--- src/rtl/pipe_addsub.sv ---
// pipe_addsub: WIDTH-bit adder/subtractor, carry chain cut into STAGES registered chunks,
// valid/ready on both sides. Build macro PIPE_ADDSUB_SAT_EN clamps overflowed sums.
module pipe_addsub #(
    parameter int WIDTH  = 16,
    parameter int STAGES = 4
) (
    input  logic             clk,
    input  logic             rst_n,
    input  logic             in_valid,
    output logic             in_ready,
    input  logic [WIDTH-1:0] a,
    input  logic [WIDTH-1:0] b,
    input  logic             c_in,
    input  logic             sub,
    output logic             out_valid,
    input  logic             out_ready,
    output logic [WIDTH-1:0] sum,
    output logic             c_out,
    output logic             ovf
);
    localparam int CHUNK = WIDTH / STAGES;

    logic              advance;
    logic [STAGES-1:0] vld_q;
    logic [STAGES:0]   vld_pipe;
    logic [WIDTH-1:0]  b_eff;
    logic [WIDTH-1:0]  sum_raw;
    logic [WIDTH-1:0]  sum_d;
    logic              cin_eff;
    logic              c_last;
    logic              msb_cin;
    logic              ovf_d;
`ifdef PIPE_ADDSUB_SAT_EN
    logic              a_msb;
`endif

    // Whole pipeline moves as one; a stalled output freezes every stage.
    assign advance   = !out_valid || out_ready;
    assign in_ready  = advance;
    assign vld_pipe  = {vld_q, in_valid};
    assign out_valid = vld_pipe[STAGES];

    // Subtract as a + ~b + ~c_in.
    assign b_eff   = sub ? ~b : b;
    assign cin_eff = c_in ^ sub;

    for (genvar k = 0; k < STAGES; k++) begin : g_stg
        localparam int WA = WIDTH - k*CHUNK;

        logic [WA-1:0]          src_a;
        logic [WA-1:0]          src_b;
        logic [CHUNK-1:0]       s;
        logic                   ci;
        logic                   co;
        logic [(k+1)*CHUNK-1:0] res_d;

        if (k == 0) begin : g_head
            assign src_a = a;
            assign src_b = b_eff;
            assign ci    = cin_eff;
            assign res_d = s;
        end else begin : g_tail
            assign src_a = g_stg[k-1].g_mid.opa_q;
            assign src_b = g_stg[k-1].g_mid.opb_q;
            assign ci    = g_stg[k-1].g_mid.cy_q;
            assign res_d = {s, g_stg[k-1].g_mid.res_q};
        end

        assign {co, s} = {1'b0, src_a[CHUNK-1:0]} + {1'b0, src_b[CHUNK-1:0]}
                       + {{CHUNK{1'b0}}, ci};

        if (k < STAGES-1) begin : g_mid
            // Remaining operand slices ride along shifted down so the next chunk sits at bit 0.
            logic [WA-CHUNK-1:0]    opa_q;
            logic [WA-CHUNK-1:0]    opb_q;
            logic [(k+1)*CHUNK-1:0] res_q;
            logic                   cy_q;

            always_ff @(posedge clk or negedge rst_n) begin
                if (!rst_n) begin
                    opa_q <= '0;
                    opb_q <= '0;
                    res_q <= '0;
                    cy_q  <= 1'b0;
                end else if (advance) begin
                    opa_q <= src_a[WA-1:CHUNK];
                    opb_q <= src_b[WA-1:CHUNK];
                    res_q <= res_d;
                    cy_q  <= co;
                end
            end
        end else begin : g_last
            assign sum_raw = res_d;
            assign c_last  = co;
            // Carry into the MSB recovered from the MSB sum bit.
            assign msb_cin = src_a[CHUNK-1] ^ src_b[CHUNK-1] ^ s[CHUNK-1];
`ifdef PIPE_ADDSUB_SAT_EN
            assign a_msb   = src_a[CHUNK-1];
`endif
        end
    end

    assign ovf_d = msb_cin ^ c_last;

`ifdef PIPE_ADDSUB_SAT_EN
    // On overflow the true result has the sign of a, in both add and sub.
    always_comb begin
        sum_d = sum_raw;
        if (ovf_d)
            sum_d = a_msb ? {1'b1, {(WIDTH-1){1'b0}}} : {1'b0, {(WIDTH-1){1'b1}}};
    end
`else
    assign sum_d = sum_raw;
`endif

    always_ff @(posedge clk or negedge rst_n) begin
        if (!rst_n) begin
            vld_q <= '0;
            sum   <= '0;
            c_out <= 1'b0;
            ovf   <= 1'b0;
        end else if (advance) begin
            vld_q <= vld_pipe[STAGES-1:0];
            sum   <= sum_d;
            c_out <= c_last;
            ovf   <= ovf_d;
        end
    end

endmodule
--- config.mk ---
export PLATFORM = sky130hd
export DESIGN_NAME = pipe_addsub
export DESIGN_NICKNAME = d
export VERILOG_FILES = /design/src/rtl/pipe_addsub.sv
export SDC_FILE = /design/constraint.sdc
export NUM_CORES = 1
export LEC_CHECK = 0
export ABC_AREA = 1
export CORE_MARGIN = 10
export CORE_UTILIZATION = 25
export DETAILED_ROUTE_END_ITERATION = 10
export GPL_TIMING_DRIVEN = 0
export HOLD_SLACK_MARGIN = 0.12
export SYNTH_ARGS = -nofsm -noshare
export SYNTH_HDL_FRONTEND = slang
export SYNTH_SLANG_ARGS = --single-unit
--- constraint.sdc ---
create_clock -name clk -period 1.8 [get_ports clk]
set_clock_uncertainty 0.05 [all_clocks]
set_input_delay 0.36 -clock clk [delete_from_list [all_inputs] [get_ports clk]]
set_output_delay 0.36 -clock clk [all_outputs]
set_load 0.01 [all_outputs]
* After elaboration in Yosys (flattened, before gate mapping)
Index checks and enable logic that the tools add are counted.
Storage, ports and cells: output and inout port bits 20, bits in latches 0, memory bits (read-only) 0, memories kept 0, logic and storage cells 32, input port bits 38, register bits 97, RAM bits 0
Operators by class: equality and inequality tests 0, reductions and logical operators 2, shifts and indexed selects 0, bitwise gates (word level) 5, multiply operators 0, add/subtract/negate cells 8, div/mod/pow operators 0, $lt $le $gt $ge 0, muxes and demuxes 1
Operator list (count):
- 4-bit by 4-bit adder with 5-bit output | 4
- 5-bit by 1-bit adder with 5-bit output | 4
- 16-bit 2-to-1 mux | 1
- 16-bit inverter | 1
- 1-bit bitwise XOR | 4
- 1-bit zero test | 1
- 1-bit logical OR | 1

* Depth between registers and ports, before layout
depth in word-level cells 4, depth in mapped cells 10, depth with buffers taken out 8

* Worst setup path before layout
No wires, ideal clock.
path type input to register, from input sub, to register g_stg[0].g_mid.cy_q, cell stages on the path 9, required time 1.624 ns, library setup time 0.126 ns, arrival time 1.902 ns, buffers on the path 2, setup slack -0.278 ns, path through buf_6 -> buf_8 -> xor2_1 -> fa_1 -> fa_1 -> nand2_1 -> inv_1 -> o21ai_0 -> a21oi_1
On the way: word-level cells in the longest chain between the ends 3, elaborated cells between the ends (all ways) 4, classes of those cells add/sub (2); mux (1); bitwise (1)
RTL lines:
- start, declared | RTL line 14 | input logic sub,
- 16-bit 2-to-1 mux | RTL line 44 | assign b_eff = sub ? ~b : b;
- 4-bit by 4-bit adder with 5-bit output | RTL line 69 | assign {co, s} = {1'b0, src_a[CHUNK-1:0]} + {1'b0, src_b[CHUNK-1:0]}
- 5-bit by 1-bit adder with 5-bit output * | RTL line 70 | + {{CHUNK{1'b0}}, ci};
- end signal, assigned | RTL line 89 | cy_q <= co;
- end, declared | RTL line 77 | logic cy_q;
Mark *: on every way between the ends. The rest lies on a longest branch, timed or not. A chain may end at the register's enable or synchronous reset.

* Worst setup path in the final report
from register g_stg[2].g_mid.opa_q[0], to register ovf
On the way: word-level cells in the longest chain between the ends 4
RTL lines:
- start, declared | RTL line 74 | logic [WA-CHUNK-1:0] opa_q;
- start signal, assigned | RTL line 86 | opa_q <= src_a[WA-1:CHUNK];
- 4-bit by 4-bit adder with 5-bit output * | RTL line 69
- 5-bit by 1-bit adder with 5-bit output * | RTL line 70
- 1-bit bitwise XOR | RTL line 96 | assign msb_cin = src_a[CHUNK-1] ^ src_b[CHUNK-1] ^ s[CHUNK-1];
- 1-bit bitwise XOR * | RTL line 103 | assign ovf_d = msb_cin ^ c_last;
- end signal, assigned | RTL line 126 | ovf <= ovf_d;
- end, declared | RTL line 19 | output logic ovf
Marks and branches as above.

==> impl_results.md <==
- Max-cap viol count: 0
- Post-synth top cells: nand2_1 (220), dfrtp_1 (97), o21ai_0 (37), inv_1 (20)
- Leading area contributor after synthesis: dfrtp_1
- # port buffers: 56
- Critical path endpoint category: register
- Multiplexer share of the synthesized area: 0%
- Reg clk slew, reported paths: 0.07 ns
- Initial Utilization: 25.4%
- Final antenna diode count: 0
- P_leak: 0.00270 uW
- First-pass GRT wire length: 16.7 mm
- Worst slew margin relative to its limit: 52.6%
- CTS Sinks: 97
- DRT iter0 DRCs: 179
- Synth Area in XOR/XNOR: 3.40%
- Final WL: 10.1 mm
- Area share of and/or/nand/nor cells after synthesis: 22.2%
- DP HPWL: 7.45 mm
- Layout Cells excl Fill: 778
- CTS tree: built
- Die X: 152 um
- Clock power share: 20.1%
- Tcrit/Tclk final: 98.7%
- R2r worst-path depth: 8
- Wire per inst: 13.0 um
- Final setup violation count: 0
- Startpoint types: register
- Ranking of synthesized cells by area: dfrtp_1 (55%), nand2_1 (19%), o21ai_0 (4.2%)
- Cell Area, Synth: 0.00438 mm2
- Total GRT Usage: 8.87%
- R2r setup slk: 0.02 ns
- Share of layout cells above drive strength 1: 10.8%
- Crit Reg-Reg Endpoint: ovf
- Synth warnings: 0
- Util after Layout: 32.6%
- Core ar.: 0.0172 mm2
- DRC viols: 0
- Final hold vios: 0
- Root Buffer: clkbuf_16
- Worst endpoint data arrival time: 1.96 ns
- Crit path time final: 1.78 ns
- Synth Flop Type: dfrtp_1
- Adder-cell share of the synthesized area: 7.09%
- H-tree depth: 3
- DRT Pass-1 Iters: 4
- Mean Syn Cell Area: 9.20 um2
- Die area: 0.0232 mm2
- Ys async rst share: 100%
- Crit-path max FO: 3
- Most numerous cell in the Yosys netlist: nand2_1
- Comb power frac: 39.7%
- Row count: 48
- Post-Place Cells: 758
- Largest net degree at the start of global routing: 55
- CTS Buffer Depth: 2
- RSZ-0062 raised after global routing: yes
- Kind of critical path: reg -> reg
- GR Overflow Total: 0
- Antenna Nets Post-Route: 0
- CTS Buf Count: 9
- NetSw: 3400 uW
- Post-Synthesis Net Count: 534
- Area delta synth->final: 28.4%
- Compound-gate portion of the synthesized area: 5.83%
- Gpl congestion: 0.791
- Fmax: 563 MHz
- HP Class: in -> reg
- VDD IR max: 0.000579 V
- Clock Latency Late Sink: 0.35 ns
- Largest family of logic cells by synthesized area: simple AND/OR/NAND/NOR gates
- Hold worst-path end: g_stg[0].g_mid.opb_q[0]
- Layout Nets: 606
- Via count: 3111
- Worst r2r src: g_stg[2].g_mid.opa_q[0]
- Num ports: 58
- CP required: 1.99 ns
- Post-synth EDFFs: 0
- Fillers: 1795
- Status: finished, final reports clean
- Count of cell types in the netlist: 24
- Initial antenna violation count: 0
- Vias in the first global route: 3168
- Worst hold stages: 3
- Slew Limit Fails: 0
- PD cells: 1630 mW/mm2
- Seq/Total Area, Yosys: 55.4%
- Chip Height: 152 um
- Register share of total power: 40.2%
- Internal: 5790 uW
- Mapped Cells: 476
- Hold Startpoint: sub
- Seq cells post-synth: 97
- Worst Tran Pin Value: 0.710 ns
- Sw Ratio: 37.0%
- Top-area cell type share of the netlist area: 55.4%
- Number of vias per cell: 4.00
==> flip-flops by register name (all words and copies together) (netlist names) <==
register,count
c_out,1
g_stg.g_mid.cy_q,3
g_stg.g_mid.opa_q,24
g_stg.g_mid.opb_q,24
g_stg.g_mid.res_q,24
ovf,1
sum,16
vld_q,4
==> critical path: stages, from the launching register on <==
cell	delay (ns)
dfrtp_1	0.41
fa_2	0.42
fa_2	0.40
nand2_2	0.09
nand2_2	0.06
nand2_2	0.09
nand2_2	0.06
nand3_2	0.06
nand2_1	0.05
==> kinds of logic (layout without fill, tap and decap cells) <==
kind of cell / count (synthesis) / count (layout)
adders and majority gates: 20 / 20
DFF: 97 / 97
and+or+nand+nor: 249 / 249
buffers and inverters: 44 / 121
xor gates and xnor gates: 17 / 17
AOI/OAI and AO/OA: 49 / 49
==> power groups by stage <==
stage | Sequential [uW] | Clock [uW] | Combinational, uW
after global routing | 3830 | 1980 | 4190
after floorplan | 3700 | 0 | 2170
after global placement | 3710 | 0 | 3440
final | 3690 | 1840 | 3650
after CTS | 3700 | 1880 | 3560
after detailed placement | 3730 | 0 | 3500
==> placed cells by master, fill, tap and decap left out, types with 2 or more instances in the layout <==
cell type	synthesis	layout
a21oi_1	6	6
buf_12	0	3
buf_2	3	4
buf_4	12	15
buf_6	5	4
clkbuf_1	2	3
clkbuf_16	0	9
clkdlybuf4s50_1	0	52
clkinv_2	0	2
dfrtp_1	97	97
dlygate4sd2_1	0	2
fa_1	8	3
fa_2	0	5
ha_1	12	12
inv_1	20	20
nand2_1	220	216
nand2_2	0	4
nand3_1	12	11
nand3b_1	3	3
nor2_1	11	10
o21ai_0	37	33
o21ai_1	4	6
o21ai_2	0	2
xnor2_1	12	12
xor2_1	5	4
==> how the worst max path moves through the flow <==
stage	start	endpoint	depth (start not counted)	slack [ns]
after floorplan	sub	g_stg[0].g_mid.cy_q	9	-0.17
after global placement	rst_n	g_stg[2].g_mid.res_q[5]	1	-3.38
after detailed placement	out_ready	in_ready	6	-0.51
after CTS	g_stg[2].g_mid.cy_q	ovf	8	0.006
after global routing	g_stg[2].g_mid.opa_q[0]	ovf	8	-0.05
final	g_stg[2].g_mid.opa_q[0]	ovf	8	0.02
==> per-stage QoR <==
stage               total power, uW  cell area (um2)  TNS, ns  hold slack, ns  worst slack (ns)
floorplan                      5870             4400   -0.372          0.0144            -0.171
global placement               7160             5250  -329.13           0.403             -3.38
detailed placement             7230             5270    -1.93           0.406            -0.506
CTS                            9140             5580        0           0.271           0.00588
global route                  10000             5620  -0.0923           0.286           -0.0542
finish                         9190             5620        0           0.277            0.0229
==> what timing repair did <==
| item | in CTS | in global routing |
|---|---|---|
| buffers inserted | 2 | 2 |
| endpoints found under the setup margin | 5 | 4 |
| hold buffers | 1 | 0 |
| endpoints found under the hold margin | 53 | 0 |
| pin swaps | 6 | 7 |
| resized for setup | 12 | 11 |
==> area by class of cell <==
class	instances	area (um2)	share of cell area [%]
tap	225	282	5.01
timing repair buffer	62	622	11.1
buffer	22	199	3.54
clock buffer	11	243	4.32
inverter	21	78.8	1.40
sequential	97	2430	43.2
clock inverter	5	38.8	0.690
multi-input combinational	335	1730	30.8
==> per-layer routing <==
| metal | routed length [um] | GRT usage [%] |
|---|---|---|
| met4 | 175 | 3.71 |
| met3 | 370 | 2.29 |
| met1 | 5150 | 11.9 |
| met2 | 4410 | 13.2 |
| met5 | 0 | 0 |
(Power assumes the default switching activity.)
